==> config.mk <==
export PLATFORM = sky130hd
export DESIGN_NAME = id_ex_pipe_reg
export DESIGN_NICKNAME = d
export VERILOG_FILES = /design/src/rtl/cpu_pipe_pkg.sv /design/src/rtl/load_use_detector.sv /design/src/rtl/sat_counter.sv /design/src/rtl/id_ex_pipe_reg.sv
export SDC_FILE = /design/constraint.sdc
export NUM_CORES = 1
export LEC_CHECK = 0
export ABC_AREA = 1
export CAP_MARGIN = 5
export CORE_MARGIN = 3
export CORE_UTILIZATION = 39
export DETAILED_ROUTE_END_ITERATION = 10
export HOLD_SLACK_MARGIN = 0.08
export PLACE_DENSITY_LB_ADDON = 0.25
export SLEW_MARGIN = 20
export SYNTH_ARGS = -nofsm -noshare
export SYNTH_HDL_FRONTEND = slang
export SYNTH_SLANG_ARGS = --single-unit
==> constraint.sdc <==
create_clock -name clk -period 2 [get_ports clk]
set_input_delay 0.3 -clock clk [delete_from_list [all_inputs] [get_ports clk]]
set_output_delay 0.3 -clock clk [all_outputs]
set_load 0.02 [all_outputs]
==> src/rtl/cpu_pipe_pkg.sv <==
// Shared pipeline definitions: ALU opcodes, the decoded-control bundle and
// the all-zero bubble that the ID/EX register loads on a squash or stall.
package cpu_pipe_pkg;

    localparam int ALUOP_W = 4;

    localparam logic [ALUOP_W-1:0] ALU_ADD = 4'd0;
    localparam logic [ALUOP_W-1:0] ALU_SUB = 4'd1;
    localparam logic [ALUOP_W-1:0] ALU_AND = 4'd2;
    localparam logic [ALUOP_W-1:0] ALU_OR  = 4'd3;
    localparam logic [ALUOP_W-1:0] ALU_XOR = 4'd4;
    localparam logic [ALUOP_W-1:0] ALU_SLT = 4'd5;
    localparam logic [ALUOP_W-1:0] ALU_SLL = 4'd6;
    localparam logic [ALUOP_W-1:0] ALU_SRL = 4'd7;
    localparam logic [ALUOP_W-1:0] ALU_SRA = 4'd8;

    localparam logic [4:0] REG_X0 = 5'd0;

    typedef struct packed {
        logic reg_write;
        logic mem_read;
        logic mem_write;
        logic mem_to_reg;
        logic alu_src;
        logic branch;
    } ctrl_t;

    localparam ctrl_t BUBBLE = '0;

endpackage

==> src/rtl/load_use_detector.sv <==
// Flags an ID instruction that reads the destination of a load currently in
// EX; the load data is not available for forwarding until MEM/WB.
module load_use_detector
    import cpu_pipe_pkg::*;
(
    input  logic       id_valid,
    input  logic [4:0] id_rs1,
    input  logic [4:0] id_rs2,
    input  logic       id_uses_rs1,
    input  logic       id_uses_rs2,
    input  logic       ex_valid,
    input  logic       ex_mem_read,
    input  logic [4:0] ex_rd,
    output logic       hazard
);

    logic rs1_hit;
    logic rs2_hit;

    assign rs1_hit = id_uses_rs1 && (id_rs1 == ex_rd);
    assign rs2_hit = id_uses_rs2 && (id_rs2 == ex_rd);

    // x0 is never a real producer, so a load targeting it cannot stall anyone.
    assign hazard = id_valid && ex_valid && ex_mem_read &&
                    (ex_rd != REG_X0) && (rs1_hit || rs2_hit);

endmodule

==> src/rtl/sat_counter.sv <==
// Event counter that sticks at its maximum value instead of wrapping.
module sat_counter #(
    parameter int W = 16
) (
    input  logic         clk,
    input  logic         rst,
    input  logic         inc,
    output logic [W-1:0] count
);

    localparam logic [W-1:0] MAX = '1;
    localparam logic [W-1:0] ONE = W'(1);

    always_ff @(posedge clk) begin
        if (rst)
            count <= '0;
        else if (inc && (count != MAX))
            count <= count + ONE;
    end

endmodule

==> src/rtl/id_ex_pipe_reg.sv <==
// ID/EX pipeline register with load-use stall generation, bubble insertion on
// flush/stall/invalid ID, and saturating stall/flush event counters.
module id_ex_pipe_reg #(
    parameter int XLEN    = 32,
    parameter int ALUOP_W = cpu_pipe_pkg::ALUOP_W,
    parameter int CNT_W   = 16
) (
    input  logic               clk,
    input  logic               rst,

    input  logic               id_valid,
    input  logic [XLEN-1:0]    id_pc,
    input  logic [4:0]         id_rs1,
    input  logic [4:0]         id_rs2,
    input  logic [4:0]         id_rd,
    input  logic               id_uses_rs1,
    input  logic               id_uses_rs2,
    input  logic [XLEN-1:0]    id_rs1_data,
    input  logic [XLEN-1:0]    id_rs2_data,
    input  logic [XLEN-1:0]    id_imm,
    input  logic               id_RegWrite,
    input  logic               id_MemRead,
    input  logic               id_MemWrite,
    input  logic               id_MemtoReg,
    input  logic               id_ALUSrc,
    input  logic               id_Branch,
    input  logic [ALUOP_W-1:0] id_ALUOp,
    input  logic               ex_flush,

    output logic               ex_valid,
    output logic [XLEN-1:0]    ex_pc,
    output logic [XLEN-1:0]    ex_rs1_data,
    output logic [XLEN-1:0]    ex_rs2_data,
    output logic [XLEN-1:0]    ex_imm,
    output logic [4:0]         ex_rs1,
    output logic [4:0]         ex_rs2,
    output logic [4:0]         ex_rd,
    output logic               ex_RegWrite,
    output logic               ex_MemRead,
    output logic               ex_MemWrite,
    output logic               ex_MemtoReg,
    output logic               ex_ALUSrc,
    output logic               ex_Branch,
    output logic [ALUOP_W-1:0] ex_ALUOp,
    output logic               load_use_stall,
    output logic [CNT_W-1:0]   stall_count,
    output logic [CNT_W-1:0]   flush_count
);

    import cpu_pipe_pkg::*;

    ctrl_t id_ctrl;
    ctrl_t ex_ctrl;
    logic  hazard;
    logic  bubble;

    assign id_ctrl = '{reg_write:  id_RegWrite,
                       mem_read:   id_MemRead,
                       mem_write:  id_MemWrite,
                       mem_to_reg: id_MemtoReg,
                       alu_src:    id_ALUSrc,
                       branch:     id_Branch};

    assign ex_RegWrite = ex_ctrl.reg_write;
    assign ex_MemRead  = ex_ctrl.mem_read;
    assign ex_MemWrite = ex_ctrl.mem_write;
    assign ex_MemtoReg = ex_ctrl.mem_to_reg;
    assign ex_ALUSrc   = ex_ctrl.alu_src;
    assign ex_Branch   = ex_ctrl.branch;

    load_use_detector u_detect (
        .id_valid    (id_valid),
        .id_rs1      (id_rs1),
        .id_rs2      (id_rs2),
        .id_uses_rs1 (id_uses_rs1),
        .id_uses_rs2 (id_uses_rs2),
        .ex_valid    (ex_valid),
        .ex_mem_read (ex_ctrl.mem_read),
        .ex_rd       (ex_rd),
        .hazard      (hazard)
    );

    // A flushed ID instruction is being discarded anyway, so never stall for it.
    assign load_use_stall = hazard && !ex_flush;

    // Flush, stall and an empty ID slot all load the same zero bubble, so the
    // update priority collapses to reset/bubble/load.
    assign bubble = ex_flush || load_use_stall || !id_valid;

    always_ff @(posedge clk) begin
        if (rst || bubble) begin
            ex_valid    <= 1'b0;
            ex_pc       <= '0;
            ex_rs1_data <= '0;
            ex_rs2_data <= '0;
            ex_imm      <= '0;
            ex_rs1      <= REG_X0;
            ex_rs2      <= REG_X0;
            ex_rd       <= REG_X0;
            ex_ctrl     <= BUBBLE;
            ex_ALUOp    <= '0;
        end else begin
            ex_valid    <= 1'b1;
            ex_pc       <= id_pc;
            ex_rs1_data <= id_rs1_data;
            ex_rs2_data <= id_rs2_data;
            ex_imm      <= id_imm;
            ex_rs1      <= id_rs1;
            ex_rs2      <= id_rs2;
            ex_rd       <= id_rd;
            ex_ctrl     <= id_ctrl;
            ex_ALUOp    <= id_ALUOp;
        end
    end

    sat_counter #(.W(CNT_W)) u_stall_cnt (
        .clk   (clk),
        .rst   (rst),
        .inc   (load_use_stall),
        .count (stall_count)
    );

    sat_counter #(.W(CNT_W)) u_flush_cnt (
        .clk   (clk),
        .rst   (rst),
        .inc   (ex_flush),
        .count (flush_count)
    );

endmodule
======== After elaboration in Yosys (flattened, before gate mapping) ========
Cells that the tools add are included.
word-level totals
  bits in registers ....................... 186
  bits in latches ......................... 0
  memory bits (writable) .................. 0
  ROM bits ................................ 0
  input port bits ......................... 159
  output and inout port bits .............. 187
  memories ................................ 0
operators by class
  $add $sub $neg .......................... 2
  multiply operators ...................... 0
  div/mod/pow operators ................... 0
  $lt $le $gt $ge ......................... 0
  equality and inequality tests ........... 4
  shifts and indexed selects .............. 0
  multiplexer cells ....................... 1
  bitwise gates (word level) .............. 0
  reductions and logical operators ........ 16
operators with widths
  kind                   number
  $add 16x1->16 const B  2
  $ne 16x16->1 const B   2
  $eq 5x5->1             2
  $logic_and 1x1->1      9
  $reduce_bool 5->1      1
  $logic_or 1x1->1       4
  $logic_not 1->1        2
  $mux 1                 1

======== Longest topological paths before layout ========
  depth after elaboration ................. 9
  gate-level depth with buffers ........... 12

======== Hierarchy ========
Synthesis repeated with hierarchy kept, for this count alone.
second synthesis, totals
  cells, all modules ...................... 837
  area, all modules ....................... 6,473.7 um^2
by module, submodules not included
  module             times used  cells an instance  area an instance (um^2)
  id_ex_pipe_reg     1           483                4,384.2
  sat_counter        2           149                929.6
  load_use_detector  1           56                 230.2

======== Worst setup path before layout ========
No wires, ideal clock.
  path type ............................... reg-to-reg
  start ................................... register u_flush_cnt.count[1]
  end ..................................... register u_flush_cnt.count[8]
  library setup time ...................... 0.070 ns
  arrival ................................. 1.582 ns
  required time ........................... 1.930 ns
  path slack .............................. 0.349 ns
  stages on the path, launching flop included .. 9
  buffers on the path ..................... 1
  period minus slack after synthesis ...... 1.651 ns
  cell sequence ........................... dfxtp_1 ha_1 nand3_1 nor2_1 nand3_1 nand2_1 buf_2 nand2_1 a21oi_1
between the ends
  word-level cells in the longest chain between the ends .. 2
  elaborated cells on any way between the ends .. 3
  those cells by class .................... add/sub: 1; eq/ne: 1; reduce/logical: 1
RTL lines
  element                                                RTL line           RTL
  start: declaration                                     sat_counter.sv:8   output logic [W-1:0] count
  start signal: assignment                               sat_counter.sv:18  count <= count + ONE;
  branches (longest 2 deep; another with $add 16x1->16)  -
Several ways; the timed one is not identified.
A chain may end at the register's enable or synchronous reset.

======== Worst setup path after layout ========
  start ................................... register ex_rd[3]
  end ..................................... output port load_use_stall
between the ends
  word-level cells in the longest chain between the ends .. 5
  elaborated cells on any way between the ends .. 9
  those cells by class .................... eq/ne: 2; reduce/logical: 7
RTL lines
  element                               RTL line                                          RTL
  start: declaration                    id_ex_pipe_reg.sv:37                              output logic [4:0] ex_rd,
  start signal: assignment              id_ex_pipe_reg.sv:110                             ex_rd <= id_rd;
  $eq 5x5->1 (on tied branches)         load_use_detector.sv:20, load_use_detector.sv:21
  $logic_and 1x1->1 (on tied branches)  load_use_detector.sv:20, load_use_detector.sv:21
  $logic_or 1x1->1                      load_use_detector.sv:25                           (ex_rd != REG_X0) && (rs1_hit || rs2_hit);
  $logic_and 1x1->1 (*)                 load_use_detector.sv:25
  $logic_and 1x1->1 (*)                 id_ex_pipe_reg.sv:84                              assign load_use_stall = hazard && !ex_flush;
  end: declaration                      id_ex_pipe_reg.sv:45                              output logic load_use_stall,
Every way passes the cells marked *; elsewhere a longest branch is shown, timed or not.

==> results_dict.tcl <==
set metrics [dict create \
    status "completed" \
    vias 5852 \
    synth_top_area_share_pct 58.0 \
    synth_edf_count 0 \
    ys_seq_elements 186 \
    critPathKind "reg2out" \
    setup_slack_ns 0.128 \
    reg2reg_to "ex_imm[24]" \
    clk_pin_slew_ns 0.07 \
    io_buffer_count 345 \
    yosysUniqueCellTypes 22 \
    drive_gt1_share_pct 10.8 \
    cp_max_fo 5 \
    synthFlopType "dfxtp_1" \
    arrival_ns 1.57 \
    ant_nets 0 \
    track_usage_pct 21.7 \
    synthArstFlopShare_pct 0 \
    ff2ff_path_depth 10 \
    slew_headroom_pct 69.5 \
    rrSetupSlack_ns 0.17 \
    num-nets-final 1328 \
    grt-busiest-layer "met2" \
    cts-root-buf "clkbuf_16" \
    grt_overflow 0 \
    grt_pass1_vias 5736 \
    finClkSkew_ns 0.0129 \
    synthTopCellsByArea "dfxtp_1, inv_1, nor2_1" \
    ir_worst_vdd_mv 0.600 \
    wire_per_inst_um 14.1 \
    wirelength_mm 19.7 \
    hp-class "in2reg" \
    final-seq-area_sq_um 3740 \
    hold_viol 0 \
    grt_pass1_wl_mm 30.2 \
    ctsHoldBuffers 0 \
    place_ws_ns -0.327 \
    drtIter0Drc 273 \
    synth_nets 960 \
    layout_min_cycle_time_ns 1.87 \
    synth.largest_area_cell "dfxtp_1" \
    p_leak_uw 0.00484 \
    coreArea_sq_um 16000 \
    yosysSeqAreaShare_pct 58.0 \
    setup_viol 0 \
    cts_tree "done" \
    syn2layout_area_growth_pct 68.5 \
    rows 46 \
    cp-start-kind "flip-flop" \
    synth_area_sq_um 6420 \
    place_inst 1364 \
    die_area_sq_um 18000 \
    cts_setup_buffers 0 \
    endpoint_kind "output pin" \
    antenna_found_initial 3 \
    drt_pass1_iterations 4 \
    min_period_over_period_pct 93.6 \
    worstSetupStartpoint "ex_rd[3]" \
    max_cap_viol_count 0 \
    insertion_delay_ns 0.42 \
    grt_util_met3_pct 12.4 \
    cp.required_ns 1.70 \
    setup.worst_path.end "load_use_stall" \
    fin_cells 1398 \
    yosysMostFrequentCell "inv_1" \
    die_h_um 134 \
    hold_path_depth 3 \
    synth_common_cells "inv_1, dfxtp_1, nor2_1" \
    grtUsageMet1_pct 21.1 \
    grt_max_degree 87 \
    final_max_slew_viol_count 0 \
    p_per_area_nw_per_um2 743 \
    num-fill-cells 1319 \
    ios 346 \
    clkSinkCount 186 \
    r2r_start "ex_rd[4]" \
    worst_pin_slew_ns 0.458 \
    drc 0 \
    syn_inst 799 \
    use_met2_pct 38.8 \
    cts_buffers 17 \
    hold_slack_ns 0.391 \
    start_util_pct 40.1 \
    multi_input_area_sq_um 1820 \
    yosys_warnings 0 \
    hpwl_mm 15.5 \
    die_w_um 134 \
    syn_avg_cell_area_sq_um 8.04 \
    fmax_ghz 0.534 \
    cts_buffer_depth 2 \
    htreeDepth 4 \
    via_per_inst 4.19 \
    place.gp.congestion 0.880 \
]
## cell type report
class | instances | share of cell area (%)
flip-flops and latches | 186 | 34.5
repair buffers | 371 | 33.9
clock buffers | 20 | 4.22
diodes | 3 | 0.0694
clock inverters | 11 | 1.25
inverters | 193 | 6.70
multi-input cells | 398 | 16.8
well taps | 216 | 2.50
## cells in the final DEF (no fill, tap or decap), drive strengths merged
master,count
nor2,221
nand3,20
bufinv,2
diode,3
clkdlybuf4s50,344
nand4,12
dfxtp,186
nand2,98
buf,27
clkinvlp,2
a21oi,14
o21ai,14
and3,1
ha,2
nand3b,1
a31oi,1
clkinv,3
nor3,8
xor2,4
inv,197
clkbuf,20
nor4,2
## kinds of logic (layout without fill, tap and decap cells)
logic type | count (synthesis) | in the layout | synth area share [%]
AOI/OAI and AO/OA | 29 | 29 | 2.28
xor gates and xnor gates | 4 | 4 | 0.546
adders and majority gates | 2 | 2 | 0.390
buffers and inverters | 215 | 595 | 14.1
DFF | 186 | 186 | 58.0
other | 0 | 3 | 0
and+or+nand+nor | 363 | 363 | 24.7
## stage by stage
| stage | power [uW] | utilization [%] | setup TNS, ns | instance area (sq um) |
|---|---|---|---|---|
| 6_report | 8040 | 67.6 | 0 | 10800 |
| 5_1_grt | 8350 | 67.6 | -0.0107 | 10800 |
| 4_1_cts | 8130 | 67.5 | 0 | 10800 |
| 3_5_place_dp | 4750 | 63.7 | -26.16 | 10200 |
| 3_3_place_gp | 4740 | 63.7 | -24.64 | 10200 |
| 2_1_floorplan | 4210 | - | 0 | 6420 |
## where the power goes
| part | total [uW] | internal, uW | switching, uW |
|---|---|---|---|
| logic | 852 | 491 | 360 |
| registers | 3810 | 3790 | 27.8 |
| clock network | 3380 | 1930 | 1450 |
## critical path, cell delays in order (launching register included)
cell and delay, ns:
dfxtp_4 0.37, inv_1 0.05, nand2_1 0.05, nand2_1 0.05
nor2_1 0.12, nand3_1 0.10, nand2_2 0.09, nand3_1 0.09
inv_1 0.08, buf_4 0.14
## how the worst min path moves through the flow
stage / start / end / slack, ns
after global placement: u_flush_cnt.count[15] / u_flush_cnt.count[15] / 0.48
after CTS: id_rd[1] / ex_rd[1] / 0.37
after detailed placement: u_flush_cnt.count[3] / u_flush_cnt.count[3] / 0.48
final: id_pc[16] / ex_pc[16] / 0.39
after floorplan: rst / u_flush_cnt.count[13] / 0.37
after global routing: id_pc[17] / ex_pc[17] / 0.38
## flip-flops by register name, indices dropped and copies added, names as in the netlist, 4 cells and up
register           cells
ex_imm                32
ex_rs2_data           32
ex_ALUOp               4
ex_rs1_data           32
ex_pc                 32
ex_rd                  5
u_stall_cnt.count     16
ex_rs2                 5
u_flush_cnt.count     16
ex_rs1                 5
## what timing repair did
action	4_1_cts	5_1_grt
resized for setup	10	6
endpoints found under the setup margin	2	94
pin swaps	0	1
## routing by layer
layer  part of all wire [%]  vias up  wire, um
met3                     12       25      2400
met4                    1.6        2       318
li1                       -     3034         -
met1                     34     2581      6680
met2                     52      210     10200
met5                  0.066        -        13
(Power assumes the default switching activity.)
